<file path="config.mk">
export PLATFORM = sky130hd
export DESIGN_NAME = stream_packer_db
export DESIGN_NICKNAME = d
export VERILOG_FILES = /design/src/rtl/stream_packer_db.sv
export SDC_FILE = /design/constraint.sdc
export NUM_CORES = 1
export LEC_CHECK = 0
export ABC_CLOCK_PERIOD_IN_PS = 3000
export CORE_UTILIZATION = 55
export DETAILED_ROUTE_END_ITERATION = 6
export PLACE_DENSITY = 0.79
export SYNTH_ARGS = -nofsm -noshare
export SYNTH_HDL_FRONTEND = slang
export SYNTH_SLANG_ARGS = --single-unit
export TNS_END_PERCENT = 5
</file>
<file path="constraint.sdc">
create_clock -name clk -period 3 [get_ports clk]
set_input_delay 0.9 -clock clk [delete_from_list [all_inputs] [get_ports clk]]
set_output_delay 0.9 -clock clk [all_outputs]
set_load 0.005 [all_outputs]
</file>
<file path="src/rtl/stream_packer_db.sv">
// stream_packer_db: packs W-bit elements into BEAT_W-bit beats with byte
// strobes and end-of-transfer marking. A fill accumulator feeds an output
// holding register so a full beat can wait on m_ready while the next beat
// keeps filling at one element per cycle. Supports an early flush of a
// partial beat and counts accepted beats per transfer.
module stream_packer_db #(
  parameter int unsigned W         = 16,
  parameter int unsigned BEAT_W    = 128,
  parameter bit          LSB_FIRST = 1'b1,
  parameter int unsigned CNT_W     = 16
) (
  input  logic                  clk,
  input  logic                  rst_n,
  input  logic                  s_valid,
  output logic                  s_ready,
  input  logic [W-1:0]          s_data,
  input  logic                  s_last,
  input  logic                  s_flush,
  output logic                  m_valid,
  input  logic                  m_ready,
  output logic [BEAT_W-1:0]     m_data,
  output logic [BEAT_W/8-1:0]   m_strb,
  output logic                  m_last,
  output logic [CNT_W-1:0]      beat_cnt
);

  localparam int unsigned ELS      = BEAT_W / W;
  localparam int unsigned BPE      = W / 8;
  localparam int unsigned SB       = BEAT_W / 8;
  localparam int unsigned CNT_BITS = (ELS > 1) ? $clog2(ELS) : 1;

  if ((W % 8) != 0 || (BEAT_W % 8) != 0 || (BEAT_W % W) != 0 || (BEAT_W / W) < 1) begin : g_param_check
    $fatal(1, "stream_packer_db: illegal W/BEAT_W combination");
  end

  // Fill accumulator
  logic [BEAT_W-1:0]   acc_data_q, acc_data_d;
  logic [SB-1:0]       acc_strb_q, acc_strb_d;
  logic [CNT_BITS-1:0] cnt_q, cnt_d;
  logic                sealed_q, sealed_d;
  logic                acc_last_q, acc_last_d;

  // Output holding register
  logic                out_valid_q, out_valid_d;
  logic [BEAT_W-1:0]   out_data_q, out_data_d;
  logic [SB-1:0]       out_strb_q, out_strb_d;
  logic                out_last_q, out_last_d;
  logic [CNT_W-1:0]    beat_cnt_q, beat_cnt_d;

  logic                accept, pop, out_free, last_slot, seal_now, beat_rdy, beat_last;
  logic [BEAT_W-1:0]   ins_data;
  logic [SB-1:0]       ins_strb;

  assign accept    = s_valid && !sealed_q;
  assign pop       = out_valid_q && m_ready;
  assign out_free  = !out_valid_q || pop;
  assign last_slot = (cnt_q == CNT_BITS'(ELS - 1));
  // Seal either on the accepting edge, or a flush-only seal of a non-empty
  // partial beat when no element arrives.
  assign seal_now  = (accept && (last_slot || s_last || s_flush)) ||
                     (!s_valid && !sealed_q && s_flush && (cnt_q != '0));
  assign beat_rdy  = sealed_q || seal_now;
  assign beat_last = sealed_q ? acc_last_q : (accept && s_last);

  // Next-state: element insertion, sealing, acc->out transfer, pop, beat count
  always_comb begin
    ins_data    = acc_data_q;
    ins_strb    = acc_strb_q;
    acc_data_d  = acc_data_q;
    acc_strb_d  = acc_strb_q;
    cnt_d       = cnt_q;
    sealed_d    = sealed_q;
    acc_last_d  = acc_last_q;
    out_valid_d = out_valid_q;
    out_data_d  = out_data_q;
    out_strb_d  = out_strb_q;
    out_last_d  = out_last_q;
    beat_cnt_d  = beat_cnt_q;

    if (accept) begin
      for (int unsigned k = 0; k < ELS; k++) begin
        if (cnt_q == CNT_BITS'(k)) begin
          ins_data[(LSB_FIRST ? k : (ELS - 1 - k)) * W +: W]     = s_data;
          ins_strb[(LSB_FIRST ? k : (ELS - 1 - k)) * BPE +: BPE] = '1;
        end
      end
    end

    if (pop) begin
      out_valid_d = 1'b0;
      beat_cnt_d  = out_last_q ? '0 : beat_cnt_q + CNT_W'(1);
    end

    // A ready beat moves straight into out whenever out is empty or being
    // popped this edge, so m_valid never bubbles at beat boundaries.
    if (beat_rdy && out_free) begin
      out_valid_d = 1'b1;
      out_data_d  = ins_data;
      out_strb_d  = ins_strb;
      out_last_d  = beat_last;
      acc_data_d  = '0;
      acc_strb_d  = '0;
      cnt_d       = '0;
      sealed_d    = 1'b0;
      acc_last_d  = 1'b0;
    end else if (seal_now) begin
      acc_data_d  = ins_data;
      acc_strb_d  = ins_strb;
      sealed_d    = 1'b1;
      acc_last_d  = beat_last;
    end else if (accept) begin
      acc_data_d  = ins_data;
      acc_strb_d  = ins_strb;
      cnt_d       = cnt_q + CNT_BITS'(1);
    end
  end

  // State registers with asynchronous active-low reset
  always_ff @(posedge clk or negedge rst_n) begin
    if (!rst_n) begin
      acc_data_q  <= '0;
      acc_strb_q  <= '0;
      cnt_q       <= '0;
      sealed_q    <= 1'b0;
      acc_last_q  <= 1'b0;
      out_valid_q <= 1'b0;
      out_data_q  <= '0;
      out_strb_q  <= '0;
      out_last_q  <= 1'b0;
      beat_cnt_q  <= '0;
    end else begin
      acc_data_q  <= acc_data_d;
      acc_strb_q  <= acc_strb_d;
      cnt_q       <= cnt_d;
      sealed_q    <= sealed_d;
      acc_last_q  <= acc_last_d;
      out_valid_q <= out_valid_d;
      out_data_q  <= out_data_d;
      out_strb_q  <= out_strb_d;
      out_last_q  <= out_last_d;
      beat_cnt_q  <= beat_cnt_d;
    end
  end

  assign s_ready  = !sealed_q;
  assign m_valid  = out_valid_q;
  assign m_data   = out_data_q;
  assign m_strb   = out_strb_q;
  assign m_last   = out_last_q;
  assign beat_cnt = beat_cnt_q;

endmodule

</file>
==> results of run 1 <==
-- power breakdown --
part / internal (mW) / total (mW) / switching (mW)
combinational: 1.11 / 2.04 / 0.932
sequential: 4.62 / 4.91 / 0.291
clock: 2.39 / 3.96 / 1.57
total: 8.12 / 10.9 / 2.79
-- cell families after synthesis --
logic type,after synthesis
buffers and inverters,117
AND/OR/NAND/NOR,232
AO/OA/AOI/OAI,11
flip-flops,311
adder cells (fa/ha/maj),7
XOR/XNOR,9
multiplexers,279
-- worst max path at each step --
stage,from,end,slack (ps)
3_3_place_gp,s_last,m_data[26],30
2_1_floorplan,s_last,m_data[100],520
5_1_grt,cnt_q[0],m_data[20],280
6_report,cnt_q[0],m_data[20],400
3_5_place_dp,s_last,m_data[36],10
4_1_cts,cnt_q[0],m_data[20],410
-- per-layer routing --
metal	track usage	part of all wire	up-vias
li1	-	-	3617
met1	0.348	0.46	4031
met2	0.397	0.48	193
met3	0.0306	0.043	36
met4	0.0584	0.018	0
met5	0	0	-
-- per-stage QoR --
step / utilization / instance area, um^2
after global placement: 0.678 / 15500
after global routing: 0.725 / 16600
after floorplan: - / 12900
after CTS: 0.725 / 16600
final: 0.725 / 16600
after detailed placement: 0.678 / 15500
-- final cells by class --
cell class / instances / area (um^2)
fill: 1579 / 6290
multi-input combinational: 538 / 4650
inverter: 70 / 263
sequential: 311 / 7780
clock inverter: 14 / 185
timing repair buffer: 232 / 2410
tap: 313 / 392
clock buffer: 42 / 877
-- sequential cells by signal, indices dropped and copies added (netlist names) --
register    flops
m_data        128
cnt_q           3
acc_data_q    128
acc_last_q      1
m_valid         1
acc_strb_q     16
m_strb         16
sealed_q        1
m_last          1
beat_cnt       16
-- worst reg2reg max path: cells and delay by family, from the launching register on --
kind | cells | cell delay [ps]
flops | 1 | 430
compound gates | 1 | 390
mux | 1 | 180
simple gates | 2 | 560
buf+inv | 2 | 500
fa+ha+maj | 2 | 470
-- cell usage in the layout, fill, tap and decap left out, types with 31 or more instances in the layout --
cell	count
dfrtp_1	311
clkdlybuf4s50_1	183
mux2i_1	124
mux2_2	95
nor2_1	91
nor2b_1	84
inv_1	70
mux2_4	60
buf_4	32
clkbuf_16	31
==> run summary, run 1 <==
outcome: finished, final reports clean
CTS Hold Buffers Added: 0
core area: 22800 um^2
Final setup viols: 0
Critical Path AT: 3060 ps
clock insertion delay at the later pin of the skew report: 550 ps
Post-synth EDFFs: 0
leakage: 8.04 nW
synth-to-layout area growth: 27.9%
Post-DP HPWL: 18400 um
hold_ws: 263 ps
CP top delay family: simple AND/OR/NAND/NOR gates
TritonCTS clock tree: done
global-route wire length before repair: 45200 um
peak supply drop: 0.433 mV
Adder-Cell Fraction of Synth Area: 0.00677
Max H-tree Level: 1
io pins: 185
largest family of logic cells by synthesized area: multiplexers
CP Max Fanout: 59
clk_skew: 13.0 ps
cell breakdown of the critical path: ha_1, ha_1, or3_4, a221oi_2, nor2b_4, buf_12, buf_12, mux2i_1
Tcrit/Tclk final: 0.866
GR Overflow Total: 0
Netlist Area Pre-Place: 12900 um^2
Pwr Total: 10.9 mW
simple-gate portion of the synthesized area: 0.0919
Setup TNS Final: 0 ps
synthesis-stage register bit count: 311
Post-synth ARST share: 1.00
Worst slew margin: 0.568
Post-CTS Setup Inserts: 0
CTS buffer count: 31
measured slew at the worst slew-check pin: 646 ps
Main synth FF type: dfrtp_1
Critical Path End Type: register
share of layout cells above drive strength 1: 0.217
pre-CTS setup slack: 13.3 ps
hold crit path type: input port to asynchronous set/reset pin
top-count cell post-synth: dfrtp_1
crit start category: register
Initial Util: 0.566
deepest clock path buffer count: 3
synth warn: 0
slowest cell on the critical path: dfrtp_1
Max-Cap Viols: 0
non-filler cells in the finished layout: 1520
die height: 155 um
Critical Path RT: 3460 ps
Synth area leader: dfrtp_1
dpl cells: 1464
Final Max Tran Viols: 0
register area share after synthesis: 0.601
Pwr Density: 659 nW/um^2
die span in x: 155 um
R2R Path End: m_data[20]
GPL Wtd Cong: 0.791
Die Footprint: 24100 um^2
area fraction in compound gates after synthesis: 0.00551
Max Clock Freq: 385 MHz
post-synth cell types: 30
Final Worst Setup Slack: 402 ps
row count: 55
PortBufs: 184
Tot GR Track Use: 0.243
post-synth top area share: 0.601
R2R cell count: 8
R2R Setup Slk: 400 ps
proportion of synthesized area in mux cells: 0.248
synth top area cells: dfrtp_1, mux2i_1, mux2_2
routed len/inst: 18.7 um
via count of the routed design: 7877
DR iter-0 viols: 314
via/cell ratio: 5.18
DRC: 0
Crit Reg-Reg Startpoint: cnt_q[0]
Tmin final: 2600 ps
root buf cell: clkbuf_16
initial antenna violation count: 0
vias in the first global route: 8051
Worst Path Buf+Inv: 2
WP depth: 8
Reg clk slew, reported paths: 60 ps
post-synthesis xor/xnor area fraction: 0.00609
Final ANT Viol Nets: 0
Post-Syn Area per Cell: 13.4 um^2
critical path's largest stage delay: 430 ps
syn nets: 995
Final nets: 1213
clock tree sinks: 311
largest net degree at the start of global routing: 61
diode count: 0
crit path kind: register to register
final WL: 28400 um
RSZ-0062 raised after global routing: false
first drt pass iteration count: 4
Final Hold Vio Count: 0
PostCTS Resize Cnt: 0
Post-synth top cells: dfrtp_1, mux2i_1, mux2_2, nor2_1, nor2b_1
synthesized instance count: 966
No activity file was read; power rests on OpenSTA's default activity.
==> inputs of run 2 (changes only) <==
Settings changed: ABC_CLOCK_PERIOD_IN_PS 3000 to unset.
Clock period 3 ns to 3.2 ns, I/O delays scaled along.
==> run summary, run 2 (synthesis gave the netlist of run 1 again) <==
metal2 WL: 14000 um (was 13600 um)
fillers: 1613 (was 1579)
Initial Util: 0.566 (unchanged)
Die Footprint: 24100 um^2 (unchanged)
core area: 22800 um^2 (unchanged)
io pins: 185 (unchanged)
Pwr Total: 10.0 mW (was 10.9 mW)
TritonCTS clock tree: done (unchanged)
placed cell area: 15300 um^2 (was 15500 um^2)
commonest non-fill, non-tap cells in the layout: dfrtp_1, clkdlybuf4s50_1, mux2i_1 (unchanged)
Final nets: 1204 (was 1213)
Critical Path AT: 3100 ps (was 3060 ps)
GR Overflow Total: 0 (unchanged)
DRC: 0 (unchanged)
Critical Path End Type: register (unchanged)
deepest clock path buffer count: 3 (unchanged)
hold crit path type: input port to asynchronous set/reset pin (unchanged)
leakage: 7.93 nW (was 8.04 nW)
GPL Wtd Cong: 0.792 (was 0.791)
CP Max Fanout: 75 (was 59)
Max Clock Freq: 374 MHz (was 385 MHz)
global-route wire length before repair: 45500 um (was 45200 um)
CTS Hold Buffers Added: 0 (unchanged)
Setup TNS Final: 0 ps (unchanged)
clock tree sinks: 311 (unchanged)
largest net degree at the start of global routing: 76 (was 61)
Reg clk slew, reported paths: 60 ps (about the same)
wl on met1: 13000 um (was 13100 um)
Post-DP HPWL: 18400 um (about the same)
Final ANT Viol Nets: 0 (unchanged)
commonest non-fill, non-tap cell in the layout: dfrtp_1 (unchanged)
root buf cell: clkbuf_16 (unchanged)
Final setup viols: 0 (unchanged)
Max Used Layer: met4 (unchanged)
pre-CTS setup slack: 86.3 ps (was 13.3 ps)
Max-Cap Viols: 0 (unchanged)
routed len/inst: 19.0 um (was 18.7 um)
synth-to-layout area growth: 26.4% (was 27.9%)
PostCTS Resize Cnt: 0 (unchanged)
clk_skew: 9.58 ps (was 13.0 ps)
Met3 Wirelength: 1300 um (was 1210 um)
RSZ-0062 raised after global routing: false (unchanged)
Critical Path RT: 3630 ps (was 3460 ps)
R2R cell count: 7 (was 8)
R2R Path End: m_data[84] (was m_data[20])
share of layout cells above drive strength 1: 0.212 (was 0.217)
row count: 55 (unchanged)
Final Hold Vio Count: 0 (unchanged)
Final Max Tran Viols: 0 (unchanged)
Pwr Density: 612 nW/um^2 (was 659 nW/um^2)
Tcrit/Tclk final: 0.834 (was 0.866)
diode count: 0 (unchanged)
initial antenna violation count: 0 (unchanged)
Tot GR Track Use: 0.245 (was 0.243)
R2R Setup Slk: 530 ps (was 400 ps)
Final Cell Area: 16400 um^2 (was 16600 um^2)
PortBufs: 184 (unchanged)
crit path kind: register to register (unchanged)
peak supply drop: 0.368 mV (was 0.433 mV)
Post-CTS Setup Inserts: 0 (unchanged)
die span in x: 155 um (unchanged)
clock insertion delay at the later pin of the skew report: 550 ps (about the same)
Worst slew margin: 0.523 (was 0.568)
DR iter-0 viols: 427 (was 314)
CTS buffer count: 31 (unchanged)
via/cell ratio: 5.20 (was 5.18)
vias in the first global route: 8105 (was 8051)
first drt pass iteration count: 4 (unchanged)
Tmin final: 2670 ps (was 2600 ps)
via count of the routed design: 7867 (was 7877)
measured slew at the worst slew-check pin: 714 ps (was 646 ps)
final WL: 28700 um (was 28400 um)
outcome: finished, final reports clean (unchanged)
Final Worst Setup Slack: 530 ps (was 402 ps)
die height: 155 um (unchanged)
Max H-tree Level: 1 (unchanged)
Crit Reg-Reg Startpoint: cnt_q[0] (unchanged)
crit start category: register (unchanged)
-- run 2: changes by cell type in the layout (fill, tap and decap cells not counted), moves of 2 or more --
cell	previous run	this run
buf_12	16	10
clkinv_4	0	2
clkinv_2	8	6
clkbuf_8	6	11
bufinv_16	4	0
buf_4	32	29
clkinvlp_4	0	2
-- run 2: through the flow --
stage / util / instances / hold WS, ps
4_1_cts: 0.716 / 1512 / 354
3_5_place_dp: 0.672 / 1455 / 472
6_report: 0.716 / 1512 / 351
5_1_grt: 0.716 / 1512 / 365
2_1_floorplan: - / 966 / 452
3_3_place_gp: 0.672 / 1455 / 464
-- run 2: worst max-delay path, stage by stage, from the launching register on --
cell      delay [ps]
dfrtp_1          420
ha_1             250
ha_1             250
or3_4            430
a221oi_2         380
nor2b_4          160
buf_12           260
mux2_4           350
-- run 2: metal layers --
| metal | vias to the layer above | GRT usage |
|---|---|---|
| met4 | 0 | 0.0630 |
| met3 | 27 | 0.0287 |
| met2 | 192 | 0.397 |
| met5 | - | 0 |
| li1 | 3600 | - |
| met1 | 4048 | 0.355 |
-- run 2: how the worst max path moves through the flow --
stage / from / endpoint / slack (ps) / cells after the start
after floorplan: s_last / m_data[100] / 660 / 7
after global placement: s_last / m_data[91] / 120 / 6
after detailed placement: s_last / m_data[77] / 90 / 6
after CTS: cnt_q[0] / m_data[77] / 530 / 7
after global routing: cnt_q[0] / m_data[94] / 440 / 7
final: cnt_q[0] / m_data[84] / 530 / 7
-- run 2: final cells by class --
type,instances,area [um^2],area share
clock inverters,10,62.6,0.00382
well taps,313,392,0.0239
clock buffers,47,946,0.0578
multi-input cells,538,4650,0.284
repair buffers,223,2260,0.138
inverters,70,263,0.0161
flip-flops and latches,311,7780,0.476
-- run 2: report_power, final --
part	leakage, nW	switching, mW	internal [mW]
clock	0.499	1.51	2.03
sequential	4.26	0.263	4.33
combinational	3.17	0.872	1.01
total	7.93	2.64	7.37
